<file path="src/rtl/hs_byte_fifo.sv">
// Byte FIFO bridging a dav_/rfd consumer port (input) to a dav_/rfd producer port (output).
// Define HS_BYTE_FIFO_LEVEL_EN to add the level and sticky overrun outputs.
module hs_byte_fifo #(
    parameter int DEPTH = 8,
    parameter int AW    = 3
) (
    input  logic         clock,
    input  logic         reset_,
    input  logic [7:0]   data_in,
    input  logic         dav_in_,
    output logic         rfd_in,
    output logic [7:0]   data_out,
    output logic         dav_out_,
    input  logic         rfd_out,
    output logic         full,
`ifdef HS_BYTE_FIFO_LEVEL_EN
    output logic [AW:0]  level,
    output logic         overrun,
`endif
    output logic         empty
);

    typedef enum logic {IN_IDLE, IN_ACK} in_st_t;
    typedef enum logic [1:0] {OUT_IDLE, OUT_ACK, OUT_REL} out_st_t;

    in_st_t        r_in_st;
    out_st_t       r_out_st;
    logic [7:0]    r_mem [DEPTH];
    logic [AW-1:0] r_wp, r_rp;
    logic [AW:0]   r_count, w_count_nxt;
    logic          r_rfd_in, r_dav_out_, r_full, r_empty;
    logic [7:0]    r_data_out;
    logic          w_push, w_pop;

    assign w_push = (r_in_st == IN_IDLE) && !dav_in_ && !r_full;
    assign w_pop  = (r_out_st == OUT_ACK) && !rfd_out;

    always_comb begin
        w_count_nxt = r_count;
        if (w_push && !w_pop)
            w_count_nxt = r_count + (AW+1)'(1);
        else if (w_pop && !w_push)
            w_count_nxt = r_count - (AW+1)'(1);
    end

    // Storage is deliberately left out of reset.
    always_ff @(posedge clock)
        if (w_push) r_mem[r_wp] <= data_in;

    always_ff @(posedge clock or negedge reset_) begin
        if (!reset_) begin
            r_count <= '0;
            r_full  <= 1'b0;
            r_empty <= 1'b1;
        end else begin
            r_count <= w_count_nxt;
            r_full  <= (w_count_nxt == (AW+1)'(DEPTH));
            r_empty <= (w_count_nxt == '0);
        end
    end

    always_ff @(posedge clock or negedge reset_) begin
        if (!reset_) begin
            r_in_st  <= IN_IDLE;
            r_wp     <= '0;
            r_rfd_in <= 1'b1;
        end else begin
            case (r_in_st)
                IN_IDLE: if (w_push) begin
                    r_wp     <= r_wp + AW'(1);
                    r_rfd_in <= 1'b0;
                    r_in_st  <= IN_ACK;
                end
                IN_ACK: if (dav_in_) begin
                    r_rfd_in <= 1'b1;
                    r_in_st  <= IN_IDLE;
                end
                default: r_in_st <= IN_IDLE;
            endcase
        end
    end

    // Head entry stays counted until the consumer acknowledges, so it cannot be overwritten.
    always_ff @(posedge clock or negedge reset_) begin
        if (!reset_) begin
            r_out_st   <= OUT_IDLE;
            r_rp       <= '0;
            r_dav_out_ <= 1'b1;
            r_data_out <= 8'h00;
        end else begin
            case (r_out_st)
                OUT_IDLE: if (r_count != '0) begin
                    r_data_out <= r_mem[r_rp];
                    r_dav_out_ <= 1'b0;
                    r_out_st   <= OUT_ACK;
                end
                OUT_ACK: if (!rfd_out) begin
                    r_dav_out_ <= 1'b1;
                    r_rp       <= r_rp + AW'(1);
                    r_out_st   <= OUT_REL;
                end
                OUT_REL: if (rfd_out) r_out_st <= OUT_IDLE;
                default: r_out_st <= OUT_IDLE;
            endcase
        end
    end

`ifdef HS_BYTE_FIFO_LEVEL_EN
    logic r_dav_in_q, r_overrun;
    always_ff @(posedge clock or negedge reset_) begin
        if (!reset_) begin
            r_dav_in_q <= 1'b1;
            r_overrun  <= 1'b0;
        end else begin
            r_dav_in_q <= dav_in_;
            if (r_dav_in_q && !dav_in_ && r_full) r_overrun <= 1'b1;
        end
    end
    assign level   = r_count;
    assign overrun = r_overrun;
`endif

    assign rfd_in   = r_rfd_in;
    assign dav_out_ = r_dav_out_;
    assign data_out = r_data_out;
    assign full     = r_full;
    assign empty    = r_empty;

endmodule

</file>
<file path="config.mk">
export PLATFORM = sky130hd
export DESIGN_NAME = hs_byte_fifo
export DESIGN_NICKNAME = d
export VERILOG_FILES = /design/src/rtl/hs_byte_fifo.sv
export SDC_FILE = /design/constraint.sdc
export NUM_CORES = 1
export LEC_CHECK = 0
export BUFFER_PORTS_ARGS = -buffer_cell sky130_fd_sc_hd__buf_2
export CAP_MARGIN = 30
export CORE_MARGIN = 4
export CORE_UTILIZATION = 32
export DETAILED_ROUTE_END_ITERATION = 6
export PLACE_DENSITY = 0.5
export RECOVER_POWER = 100
export SYNTH_ARGS = -nofsm -noshare
export SYNTH_HDL_FRONTEND = slang
export SYNTH_SLANG_ARGS = --single-unit
</file>
<file path="constraint.sdc">
create_clock -name clock -period 5.5 [get_ports clock]
set_input_delay 0 -clock clock [delete_from_list [all_inputs] [get_ports clock]]
set_output_delay 0 -clock clock [all_outputs]
set_load 0.02 [all_outputs]
</file>
==> flow_summary.ini, run 1 <==
[global_route]
grt_use_total = 0.107
grt_pass1_wl_um = 10500
grt_pass1_vias = 1880
grt_max_degree = 26
grt.overflow.total = 0
antenna_found_initial = 0

[placed_design]
preCtsSetupSlack_ps = 3210
place_inst = 369
routabilityCongestion = 0.695
port_buffers = 23
place_hpwl_um = 4340

[critical_path]
worst-path-stages = 4
crit_chain = clkbuf_1 -> mux4_2 -> mux2i_1 -> o21ai_0
path_max_fanout = 11
worst-setup-path-type = flop to flop
slowest_delay_ps = 770
cp.required_ps = 5720
end_kind = flop
worst_r2r_path_depth = 4
critPathArrivalTime_ps = 2660
cp_top_delay_family = multiplexers
r2r_start = r_rp[0]
worstSetupStartpointType = flop
reg2reg_setup_slack_ps = 3070
critical_path.slowest_cell = clkbuf_1
critPathBufInv = 1
r2r-end = data_out[4]

[flow_run]
maxCapViolCount = 0

[yosys]
synth.top_cell.area_share = 0.539
seq_area_frac_synth = 0.715
post_synth_instance_area_um2 = 3570
synthArstFlopShare = 0.281
synth.area.top_cells = edfxtp_1 (54%), dfrtp_1 (15%), mux4_2 (10%), nand2_1 (2.5%), mux2i_1 (2.2%)
post-synth-top-area-cell = edfxtp_1
synthesis.yosys.warnings = 0
synth_net_count = 227
ys_ff_latch = 89
post_synth.cell_area_avg_um2 = 16.9
post_synth_most_frequent_cells = edfxtp_1 (64), nand2_1 (24), dfrtp_1 (22)
synth.most_common_cell = edfxtp_1
number_of_unique_standard_cell_types_used_by_synthesis = 36
yosys_most_used_dff = edfxtp_1
synth_edf_count = 64
syn_inst = 211

[die]
fp.dieW_um = 114
die_area_um2 = 12900
placeableCoreArea_um2 = 10900
io_pins = 24
die_height_um = 114
start_util = 0.328
rows = 38

[sta]
rsz0062_at_grt = no
clock.fmax_ghz = 0.411
finalHoldViolations = 0
setup_clock_skew_after_layout_ps = 12.5
post-route-min-period_ps = 2430
setup_total_negative_slack_ps = 0
setup_viol = 0
max_slew_margin = 0.0795
tightestPinTransition_ps = 1380
post-route-worst-setup-slack_ps = 3070
min_period_over_period = 0.442
maxSlewViolCount = 0

[clocking]
clk_pin_slew_worst_paths_ps = 100
htree_num_levels = 3
numCtsBuffers = 9
cts.sink_count = 89
cts.repair_timing.setup_buffer_count = 0
clock-root-buffer = clkbuf_8
insertion_delay_ps = 360
cts_tree = yes
clock_path_buffers = 2

[route]
routedWlPerCell_um = 15.9
vias_after_detailed_routing = 1851
met2WireLength_um = 2660
drc = 0
met3WireLength_um = 257
detail-route-antenna-nets = 0
drt_pre_antenna_iters = 4
routed_via_density = 4.67
detail_route.iter0.violations = 161
finalWirelength_um = 6290
top_signal_layer_used = met4
m1WireLength_um = 3280

[min_path]
hp-class = input pin to flop
end_point_of_the_worst_hold_path = r_out_st[1]
worst_hold_startpoint = rfd_out
hold_path_depth = 3

[layout]
post_route_cells_drive_above_1_share = 0.156
area.growth.synth_to_final_pct = 14.5
number_of_fillers_in_the_final_layout = 1017
final_net_count = 267
layoutNonFillerInstCount = 396
post-route-util = 0.375
num_antenna_cells = 0

[pwr]
peakVddDrop_mv = 0.154
p_per_area_nw_per_um2 = 486
power_leakage_nw = 1.40

[status]
result_of_the_run = finished, final reports clean
==> metal layers <==
metal	GRT usage	up-vias
met1	0.154	921
met3	0.0318	9
met5	0	-
met4	0.0385	0
met2	0.153	33
li1	-	888
==> cell usage in the layout, fill, tap and decap left out, types with 3 or more instances in the layout <==
cell | Yosys | routed
clkbuf_1 | 4 | 24
clkbuf_8 | 0 | 9
dfrtp_1 | 22 | 22
dfstp_2 | 3 | 3
dlygate4sd3_1 | 0 | 11
edfxtp_1 | 64 | 64
ha_1 | 4 | 4
inv_1 | 3 | 3
mux2i_1 | 8 | 8
mux4_2 | 16 | 16
nand2_1 | 24 | 24
nand2b_1 | 3 | 3
nor2_1 | 10 | 10
nor3_1 | 6 | 6
o21ai_0 | 10 | 10
or3_1 | 3 | 3
xnor2_1 | 6 | 6
==> logic make-up after synthesis <==
| kind of cell | after synthesis | synth area share |
|---|---|---|
| adders and majority gates | 4 | 0.0140 |
| muxes | 24 | 0.123 |
| xor gates and xnor gates | 6 | 0.0147 |
| DFF | 89 | 0.715 |
| and+or+nand+nor | 56 | 0.0782 |
| AOI/OAI and AO/OA | 21 | 0.0396 |
| buffers and inverters | 11 | 0.0147 |
==> power breakdown <==
group	total [mW]	leakage (nW)	switching, mW	internal (mW)
Sequential	0.989	0.877	0.134	0.855
Combinational	0.569	0.434	0.296	0.273
Clock	0.426	0.0901	0.253	0.173
==> layout make-up <==
type                       count  area (µm²)  share of cell area
inverter                       3        11.3             0.00276
multi-input combinational    111         952               0.233
tap                          140         175              0.0429
clock inverter                 7        60.1              0.0147
timing repair buffer          37         210              0.0515
clock buffer                   9         124              0.0303
sequential                    89        2550               0.625
==> registers in the layout, summed over array words and instances, names as in the netlist <==
register  flops
r_mem        64
data_out      8
r_count       4
r_rp          3
r_wp          3
r_out_st      2
dav_out_      1
empty         1
full          1
r_in_st       1
rfd_in        1
==> worst register-to-register path, stage by stage (launching register included) <==
cell and delay [ps]:
dfrtp_1 630, clkbuf_1 770, mux4_2 660, mux2i_1 150, o21ai_0 90
==> per-stage QoR <==
stage                     area (µm²)  power, mW  hold slack [ps]
after global routing            4080       2.13              350
after CTS                       4150       2.06              172
final                           4080       1.98              363
after global placement          3820       1.59             34.2
after floorplan                 3570       1.44             -296
after detailed placement        3850       1.63             36.3
==> how the worst max path moves through the flow <==
stage	end	start	slack [ps]
floorplan	r_mem[0][0]	full	3440
global placement	r_mem[0][6]	r_in_st	3070
detailed placement	r_mem[4][4]	r_in_st	3210
CTS	r_mem[3][3]	r_in_st	3200
global route	data_out[7]	r_rp[0]	2720
finish	data_out[4]	r_rp[0]	3070
==> repair_timing <==
| item | 4_1_cts | 5_1_grt |
|---|---|---|
| gates resized for setup | 0 | 0 |
| endpoints found under the hold margin | 92 | 0 |
| hold buffers | 11 | 0 |
No activity file was read; power rests on OpenSTA's default activity.
==> run 2: changes to the inputs <==
- ABC_AREA: not set -> 1
- clock period: 5.5 -> 2.5 ns (I/O delays scaled with it)
==> run 2 against run 1 <==
Cell area increased by 6.2%. Via count increased by 29%. Power increased to 2.6 times the previous value. Hold slack improved by 55 ps. Sequential power increased by 110%. Routed wire length increased by 18%. Clock power increased to 3.4 times the previous value. Critical path depth increased by 1. Combinational power increased to 3.0 times the previous value.
==> flow_summary.ini, run 2 <==
[status]
result_of_the_run = finished, final reports clean

[layout]
post-route-util = 0.391
layout_common_cells = edfxtp_1 (64), nor2_1 (63), nand2_1 (48)
design_area_um2 = 4340
registers.top_by_ff_count = r_mem
final_net_count = 379
num_antenna_cells = 0
number_of_fillers_in_the_final_layout = 1108
mostFrequentLayoutCell = edfxtp_1
post_route_cells_drive_above_1_share = 0.0870
largest_reg_flops = 64
area.growth.synth_to_final_pct = 17.3

[yosys]
synth_edf_count = 64
synthArstFlopShare = 0.281
synthesis.yosys.warnings = 0
synth_net_count = 336
synth.most_common_cell = edfxtp_1
post_synth.cell_area_avg_um2 = 11.6
number_of_unique_standard_cell_types_used_by_synthesis = 26
synth.top_cell.area_share = 0.520
synth.area.top_cells = edfxtp_1 (52%), dfrtp_1 (15%), nor2_1 (6.3%), nand2_1 (4.5%), o211ai_1 (3.2%)
ys_ff_latch = 89
yosys_most_used_dff = edfxtp_1
post_synth_most_frequent_cells = edfxtp_1 (64), nor2_1 (62), nand2_1 (44)
post_synth_instance_area_um2 = 3700
post-synth-top-area-cell = edfxtp_1
syn_inst = 320
seq_area_frac_synth = 0.690

[clocking]
cts.sink_count = 89
clock-root-buffer = clkbuf_16
cts_tree = yes
cts.repair_timing.setup_buffer_count = 0
post_cts_resized = 0
clk_pin_slew_worst_paths_ps = 60
htree_num_levels = 3
numCtsBuffers = 9
cts_hold_buffers = 11
insertion_delay_ps = 340
clock_path_buffers = 2

[pwr]
peakVddDrop_mv = 0.677
comb_pwr_share = 0.324
power_leakage_nw = 1.64
sw_frac_of_total = 0.365
clockPowerShare = 0.278
total_power_mw = 5.17
p_seq_frac = 0.398
switchingPower_mw = 1.89
cellInternalPower_mw = 3.29
p_per_area_nw_per_um2 = 1190

[route]
finalWirelength_um = 7400
detail_route.iter0.violations = 99
drt_pre_antenna_iters = 4
vias_after_detailed_routing = 2384
routed_via_density = 4.69
routedWlPerCell_um = 14.6
detail-route-antenna-nets = 0
drc = 0

[sta]
setup_clock_skew_after_layout_ps = 7.82
setup_viol = 0
clock.fmax_ghz = 0.499
post-route-min-period_ps = 2010
tightestPinTransition_ps = 1280
post-route-worst-setup-slack_ps = 494
rsz0062_at_grt = no
maxSlewViolCount = 0
setup_total_negative_slack_ps = 0
finalHoldViolations = 0
max_slew_margin = 0.149
min_period_over_period = 0.802

[critical_path]
r2r-end = r_mem[0][3]
reg2reg_setup_slack_ps = 490
setup.worst_path.start = full
worst_r2r_path_depth = 5
end_kind = flop
cp.required_ps = 2480
worst-setup-path-type = flop to flop
critPathArrivalTime_ps = 1980
path_max_fanout = 8
worstSetupStartpointType = flop
r2r_start = full

[global_route]
groute.layer.met3.usage = 0.0386
use_met1 = 0.175
antenna_found_initial = 0
groute.layer.met2.usage = 0.172
grt_use_total = 0.122
grt_pass1_vias = 2214
grt_most_used_layer = met1
grt_max_degree = 35
grt_pass1_wl_um = 12000
grt.overflow.total = 0

[die]
io_pins = 24
die_area_um2 = 13300
start_util = 0.334
die_height_um = 115
placeableCoreArea_um2 = 11100
fp.dieW_um = 115
rows = 38

[min_path]
hold_path_depth = 3
hp-class = input pin to flop
end_point_of_the_worst_hold_path = r_in_st
worst_hold_startpoint = dav_in_

[placed_design]
preCtsSetupSlack_ps = 729
placed_area_um2 = 4000
port_buffers = 23
place_hpwl_um = 4780
routabilityCongestion = 0.705

[flow_run]
maxCapViolCount = 0
==> run 2: cell count changes in the layout (fill, tap and decap cells not counted), sizes merged, moves of 8 or more <==
cell,change
nand3,+16
o21ai,+27
mux2i,-8
nor2,+56
nand2,+26
o211ai,+15
inv,+16
mux4,-16
==> run 2: final cells by class <==
cell class              instances  area, µm²  area share
clock inverters                 6       88.8      0.0205
clock buffers                  10        229      0.0528
flip-flops and latches         89       2550       0.588
multi-input cells             199        976       0.225
well taps                     140        175      0.0404
repair buffers                 42        234      0.0540
inverters                      22       82.6      0.0190
==> run 2: metrics by stage <==
stage          hold slack, ps  std cells
3_5_place_dp             20.1        481
2_1_floorplan            -296        320
3_3_place_gp             18.4        481
5_1_grt                   441        508
4_1_cts                   193        508
6_report                  417        508
==> run 2: worst max path at each step <==
stage	endpoint	slack, ps
after global routing	r_mem[0][3]	290
after global placement	r_mem[3][4]	750
final	r_mem[0][3]	490
after CTS	r_mem[3][2]	710
after floorplan	r_mem[4][0]	700
after detailed placement	r_mem[7][5]	730
==> run 2: worst max-delay path: stages, from the launching register on <==
cell	delay [ps]
dfrtp_1	430
nor2_1	120
nand2_1	180
or2_2	380
nor2_1	100
clkbuf_1	440
==> run 2: power by group through the flow <==
stage          Clock [mW]  Sequential [mW]  Combinational (mW)
3_3_place_gp            0             2.09                1.76
4_1_cts              1.47             2.06                1.80
2_1_floorplan           0             2.18                1.19
3_5_place_dp            0             2.09                1.78
6_report             1.44             2.06                1.68
5_1_grt              1.53             2.10                1.94
==> run 2: routing by layer <==
metal | up-vias | share of wire
met5 | - | 0
met4 | 0 | 0.015
met3 | 9 | 0.052
met2 | 50 | 0.44
met1 | 1144 | 0.50
li1 | 1181 | -
==> run 2: cell families (layout without fill, tap and decap cells) <==
logic type                 count (synthesis)  in the layout  synth area share
AOI/OAI and AO/OA                         55             55            0.0863
xor gates and xnor gates                   5              5            0.0139
adders and majority gates                  4              4            0.0135
buffers and inverters                     32             80            0.0359
DFF                                       89             89             0.690
and+or+nand+nor                          135            135             0.160
